**src/rtl/decode_stage.sv**
```systemverilog
// RV32I/M decode pipeline stage: registered {pc, decoded fields} between fetch and execute,
// valid/ready on both sides, flush kills held and incoming bundles, and a saturating counter
// tracks accepted illegal instructions.
module decode_stage #(
    parameter int unsigned XLEN  = 32,
    parameter bit          EN_M  = 1'b1,
    parameter int unsigned CNT_W = 16
) (
    input  logic             clk,
    input  logic             rst_n,
    input  logic             if_valid,
    output logic             if_ready,
    input  logic [XLEN-1:0]  if_pc,
    input  logic [31:0]      if_inst,
    input  logic             flush,
    output logic             id_valid,
    input  logic             id_ready,
    output logic [XLEN-1:0]  id_pc,
    output logic [6:0]       id_opcode,
    output logic [2:0]       id_func3,
    output logic [6:0]       id_func7,
    output logic [4:0]       id_rs1,
    output logic [4:0]       id_rs2,
    output logic [4:0]       id_rd,
    output logic [XLEN-1:0]  id_imm,
    output logic             id_rs1_en,
    output logic             id_rs2_en,
    output logic             id_rd_we,
    output logic             id_illegal,
    output logic [CNT_W-1:0] ill_cnt
);

    localparam logic [6:0] OpLui    = 7'b0110111;
    localparam logic [6:0] OpAuipc  = 7'b0010111;
    localparam logic [6:0] OpJal    = 7'b1101111;
    localparam logic [6:0] OpJalr   = 7'b1100111;
    localparam logic [6:0] OpBranch = 7'b1100011;
    localparam logic [6:0] OpLoad   = 7'b0000011;
    localparam logic [6:0] OpStore  = 7'b0100011;
    localparam logic [6:0] OpImm    = 7'b0010011;
    localparam logic [6:0] OpReg    = 7'b0110011;

    logic [6:0]      opcode;
    logic [2:0]      f3;
    logic [6:0]      f7;
    logic            use_rs1, use_rs2, use_rd;
    logic [31:0]     imm32;
    logic [2:0]      dec_func3;
    logic [6:0]      dec_func7;
    logic            dec_illegal;
    logic [4:0]      dec_rs1, dec_rs2, dec_rd;
    logic            dec_rs1_en, dec_rs2_en, dec_rd_we;
    logic [XLEN-1:0] dec_imm;
    logic            capture;

    assign opcode = if_inst[6:0];
    assign f3     = if_inst[14:12];
    assign f7     = if_inst[31:25];

    // Field usage, immediate format and legality per opcode; every opcode has a defined result.
    always_comb begin
        use_rs1     = 1'b0;
        use_rs2     = 1'b0;
        use_rd      = 1'b0;
        imm32       = 32'h0;
        dec_func3   = 3'b000;
        dec_func7   = 7'b0000000;
        dec_illegal = 1'b0;
        // All nine opcodes end in 2'b11, so a low-bit mismatch always lands in default.
        case (opcode)
            OpLui, OpAuipc: begin
                use_rd = 1'b1;
                imm32  = {if_inst[31:12], 12'b0};
            end
            OpJal: begin
                use_rd = 1'b1;
                imm32  = {{11{if_inst[31]}}, if_inst[31], if_inst[19:12], if_inst[20],
                          if_inst[30:21], 1'b0};
            end
            OpJalr: begin
                use_rs1     = 1'b1;
                use_rd      = 1'b1;
                dec_func3   = f3;
                imm32       = {{20{if_inst[31]}}, if_inst[31:20]};
                dec_illegal = (f3 != 3'b000);
            end
            OpBranch: begin
                use_rs1     = 1'b1;
                use_rs2     = 1'b1;
                dec_func3   = f3;
                imm32       = {{19{if_inst[31]}}, if_inst[31], if_inst[7], if_inst[30:25],
                               if_inst[11:8], 1'b0};
                dec_illegal = (f3 == 3'b010) || (f3 == 3'b011);
            end
            OpLoad: begin
                use_rs1     = 1'b1;
                use_rd      = 1'b1;
                dec_func3   = f3;
                imm32       = {{20{if_inst[31]}}, if_inst[31:20]};
                dec_illegal = (f3 == 3'b011) || (f3 == 3'b110) || (f3 == 3'b111);
            end
            OpStore: begin
                use_rs1     = 1'b1;
                use_rs2     = 1'b1;
                dec_func3   = f3;
                imm32       = {{20{if_inst[31]}}, if_inst[31:25], if_inst[11:7]};
                dec_illegal = (f3 > 3'b010);
            end
            OpImm: begin
                use_rs1     = 1'b1;
                use_rd      = 1'b1;
                dec_func3   = f3;
                dec_func7   = f7;
                imm32       = {{20{if_inst[31]}}, if_inst[31:20]};
                // Shift-immediates carry func7 in the upper immediate bits.
                dec_illegal = ((f3 == 3'b001) && (f7 != 7'b0000000)) ||
                              ((f3 == 3'b101) && (f7 != 7'b0000000) && (f7 != 7'b0100000));
            end
            OpReg: begin
                use_rs1     = 1'b1;
                use_rs2     = 1'b1;
                use_rd      = 1'b1;
                dec_func3   = f3;
                dec_func7   = f7;
                dec_illegal = !((f7 == 7'b0000000) ||
                                ((f7 == 7'b0100000) && ((f3 == 3'b000) || (f3 == 3'b101))) ||
                                ((f7 == 7'b0000001) && EN_M));
            end
            default: dec_illegal = 1'b1;
        endcase
    end

    assign dec_rs1    = use_rs1 ? if_inst[19:15] : 5'd0;
    assign dec_rs2    = use_rs2 ? if_inst[24:20] : 5'd0;
    assign dec_rd     = use_rd  ? if_inst[11:7]  : 5'd0;
    assign dec_rs1_en = use_rs1 && !dec_illegal;
    assign dec_rs2_en = use_rs2 && !dec_illegal;
    assign dec_rd_we  = use_rd && (dec_rd != 5'd0) && !dec_illegal;
    assign dec_imm    = XLEN'($signed(imm32));

    assign if_ready = !id_valid || id_ready;
    assign capture  = if_valid && if_ready && !flush;

    // Output bundle register: load on capture, drop valid on handoff or flush, else hold.
    always_ff @(posedge clk or negedge rst_n) begin
        if (!rst_n) begin
            id_valid   <= 1'b0;
            id_pc      <= '0;
            id_opcode  <= '0;
            id_func3   <= '0;
            id_func7   <= '0;
            id_rs1     <= '0;
            id_rs2     <= '0;
            id_rd      <= '0;
            id_imm     <= '0;
            id_rs1_en  <= 1'b0;
            id_rs2_en  <= 1'b0;
            id_rd_we   <= 1'b0;
            id_illegal <= 1'b0;
        end else if (capture) begin
            id_valid   <= 1'b1;
            id_pc      <= if_pc;
            id_opcode  <= opcode;
            id_func3   <= dec_func3;
            id_func7   <= dec_func7;
            id_rs1     <= dec_rs1;
            id_rs2     <= dec_rs2;
            id_rd      <= dec_rd;
            id_imm     <= dec_imm;
            id_rs1_en  <= dec_rs1_en;
            id_rs2_en  <= dec_rs2_en;
            id_rd_we   <= dec_rd_we;
            id_illegal <= dec_illegal;
        end else if (flush || (id_valid && id_ready)) begin
            id_valid <= 1'b0;
        end
    end

    // Saturating count of illegal instructions actually accepted (flushed ones don't count).
    always_ff @(posedge clk or negedge rst_n) begin
        if (!rst_n) begin
            ill_cnt <= '0;
        end else if (capture && dec_illegal && (ill_cnt != {CNT_W{1'b1}})) begin
            ill_cnt <= ill_cnt + CNT_W'(1);
        end
    end

endmodule
```
**config.mk**
```make
export PLATFORM = sky130hd
export DESIGN_NAME = decode_stage
export DESIGN_NICKNAME = d
export VERILOG_FILES = /design/src/rtl/decode_stage.sv
export SDC_FILE = /design/constraint.sdc
export NUM_CORES = 1
export LEC_CHECK = 0
export ABC_AREA = 1
export BUFFER_PORTS_ARGS = -buffer_cell sky130_fd_sc_hd__clkbuf_2
export CORE_ASPECT_RATIO = 0.75
export CORE_UTILIZATION = 40
export DETAILED_ROUTE_END_ITERATION = 6
export PLACE_DENSITY = 0.68
export SLEW_MARGIN = 30
export SYNTH_ARGS = -nofsm -noshare
export SYNTH_HDL_FRONTEND = slang
export SYNTH_SLANG_ARGS = --single-unit
```
**constraint.sdc**
```tcl
create_clock -name clk -period 3.5 [get_ports clk]
set_input_delay 0.7 -clock clk [delete_from_list [all_inputs] [get_ports clk]]
set_output_delay 0.7 -clock clk [all_outputs]
set_load 0.01 [all_outputs]
```
==> metrics.md <==
| Metric | Value |
|---|---|
| Power Total | `3.83 mW` |
| Hold buffer count at cts | `0` |
| Combinational share of power | `12.0%` |
| Fraction of layout cells with a size suffix above 1 | `29.1%` |
| Worst Path Required | `3790 ps` |
| Max Clock Skew | `9.45 ps` |
| GP Congestion | `0.876` |
| DRC errors left | `0` |
| Startpoint Class | `input pin` |
| DIE AREA | `13800 µm²` |
| Max_cap viols | `0` |
| Fmax | `426 MHz` |
| Worst-path clk slew | `60 ps` |
| Yosys cell types | `32` |
| CTS tree | `done` |
| Final worst path period need | `2350 ps` |
| PD cells | `543 nW/µm²` |
| Syn nets | `733` |
| Worst VDD drop | `362 µV` |
| H-tree lvl count | `4` |
| Clk pwr share | `47.9%` |
| Synthesized cell area | `5350 µm²` |
| Layout overhead on the synthesized area | `31.8%` |
| Commonest non-fill, non-tap cell in the layout | `nand2_1` |
| Post-Syn Instances | `663` |
| Leakage | `3.97 nW` |
| Final Cycle Share | `67.1%` |
| # IOs | `187` |
| Fin. Hold Viols | `0` |
| Routed via count | `4919` |
| Internal power | `2.84 mW` |
| Via/cell ratio | `4.78` |
| Setup TNS | `0 ps` |
| GRT Total Usage | `21.5%` |
| Clock Latency Late Sink | `410 ps` |
| RSZ-0062 raised after global routing | `false` |
| Number of port buffers | `186` |
| Initial antenna violation count | `0` |
| Sinks on the clock net | `117` |
| Synth Flop Type | `dfrtp_1` |
| Slew headroom | `46.6%` |
| Sw power | `986 µW` |
| First-pass GRT wire length | `22800 µm` |
| WS Path Type | `in2reg` |
| Crit path capture type | `flop` |
| Post-cts gate resize count | `0` |
| Measured slew at the worst slew-check pin | `801 ps` |
| Core Rows | `36` |
| Largest net degree at the start of global routing | `108` |
| DRT iter0 DRCs | `377` |
| Setup Fix Bufs, Post-CTS | `0` |
| Initial Utilization | `41.1%` |
| Most frequent cells in the layout | `304 x nand2_1, 185 x clkbuf_2, 117 x dfrtp_1` |
| Die extent in y | `102 µm` |
| Syn avg cell area | `8.07 µm²` |
| Final design utilization | `54.1%` |
| Number of global-route vias before repair | `4512` |
| Status | `finished, final reports clean` |
| Switching share of total power | `25.8%` |
| CTS Buf Count | `17` |
| CTS max path bufs | `2` |
| Core area | `13000 µm²` |
| Final setup vio count | `0` |
| Hold Path Class | `in2async` |
| Detailed Place HPWL | `10100 µm` |
| N_diodes | `0` |
| Seq/Total Area, Yosys | `54.7%` |
| Detail Route Antenna Nets | `0` |
| Sequential Power Share | `40.2%` |
| Avg WL per Cell | `14.1 µm` |
| Root Driver | `clkbuf_16` |
| Yosys reg bits | `117` |
| Yosys warns | `0` |
| Post-synth ARST share | `100%` |
| Post-synth EDFFs | `0` |
| GRT Residual Overflow | `0` |
| DRT Pass-1 Iters | `5` |
| Fillers | `1269` |
| Crit path max fanout | `26` |
| Total wire length | `14500 µm` |
| Fin. max-slew vios | `0` |
| Die Wd | `136 µm` |
| CP Data Arrival Time | `2640 ps` |
| # nets final | `916` |
## metal layers
layer | global-route usage [%] | wire, µm | vias up
li1 | - | - | 2472
met1 | 30.8 | 7120 | 2270
met2 | 31.8 | 6350 | 160
met3 | 5.11 | 891 | 17
met4 | 7.61 | 165 | 0
met5 | 0 | 0 | -
## synthesized netlist by cell type (2+ instances only)
cell / n / share of area, %
buf_1: 3 / 0.21
buf_2: 6 / 0.56
buf_6: 2 / 0.42
clkbuf_1: 14 / 0.98
dfrtp_1: 117 / 55
inv_1: 38 / 2.7
inv_2: 7 / 0.49
nand2_1: 304 / 21
nand2_2: 6 / 0.70
nand3_1: 23 / 2.2
nand3_2: 4 / 0.75
nand4_1: 18 / 2.1
nor2_1: 25 / 1.8
nor2_2: 3 / 0.35
nor2_4: 3 / 0.63
nor3_1: 6 / 0.56
o21ai_0: 54 / 5.1
o21ai_1: 10 / 0.94
xnor2_1: 3 / 0.49
xor2_1: 5 / 0.82
## worst max-delay path, stage by stage
cell      delay (ps)
clkbuf_2         100
nand2_2          160
nor2_4            60
nand3b_1         410
nand2_1          170
inv_2            180
nand3_2          110
nand3_4          270
nand3_2          270
nand2_1          140
nand2_1           50
## sequential cells by signal, summed over array words and instances (netlist names), 3 cells and up
| register | flops |
|---|---|
| id_rs1 | 5 |
| id_pc | 32 |
| id_func7 | 7 |
| ill_cnt | 16 |
| id_opcode | 7 |
| id_func3 | 3 |
| id_rd | 5 |
| id_rs2 | 5 |
| id_imm | 32 |
## final cells by class
type                    count  area (µm²)  area share, %
repair buffers            190         980           13.9
clock inverters            13         180           2.56
inverters                  45         170           2.41
flip-flops and latches    117        2930           41.5
multi-input cells         475        2130           30.3
clock buffers              19         443           6.28
well taps                 171         214           3.04
## path summary, 6_finish.rpt
path,from,slack (ps),to,cells after the start
max,if_inst[1],1150,ill_cnt[15]$_DFFE_PN0P_,11
min reg2reg,id_pc[12]$_DFFE_PN0P_,470,id_pc[12]$_DFFE_PN0P_,2
min in group clk,id_pc[12]$_DFFE_PN0P_,470,id_pc[12]$_DFFE_PN0P_,2
min,rst_n,370,id_func7[3]$_DFFE_PN0P_,1
max in group asynchronous,rst_n,2330,ill_cnt[5]$_DFFE_PN0P_,2
max reg2reg,ill_cnt[0]$_DFFE_PN0P_,1290,ill_cnt[14]$_DFFE_PN0P_,8
## cell families after synthesis
logic type | synth area share, %
AOI/OAI and AO/OA | 6.95
buffers and inverters | 5.47
adders and majority gates | 0.234
and+or+nand+nor | 31.3
xor gates and xnor gates | 1.31
DFF | 54.7
## per-stage QoR
stage | cells | setup WS (ps) | cell area, µm² | hold WS (ps)
detailed placement | 998 | 739 | 6420 | 457
global route | 1030 | 895 | 7050 | 433
CTS | 1030 | 1160 | 7050 | 403
global placement | 998 | 842 | 6420 | 454
finish | 1030 | 1150 | 7050 | 374
floorplan | 663 | 1640 | 5350 | 404
## power by group through the flow
stage	clock network, mW	logic [mW]	registers [mW]
after floorplan	0	0.181	1.60
after global placement	0	0.461	1.56
after detailed placement	0	0.464	1.56
after CTS	1.86	0.466	1.54
after global routing	1.92	0.518	1.55
final	1.83	0.458	1.54
Note: power is estimated with default switching activity, not from simulation.
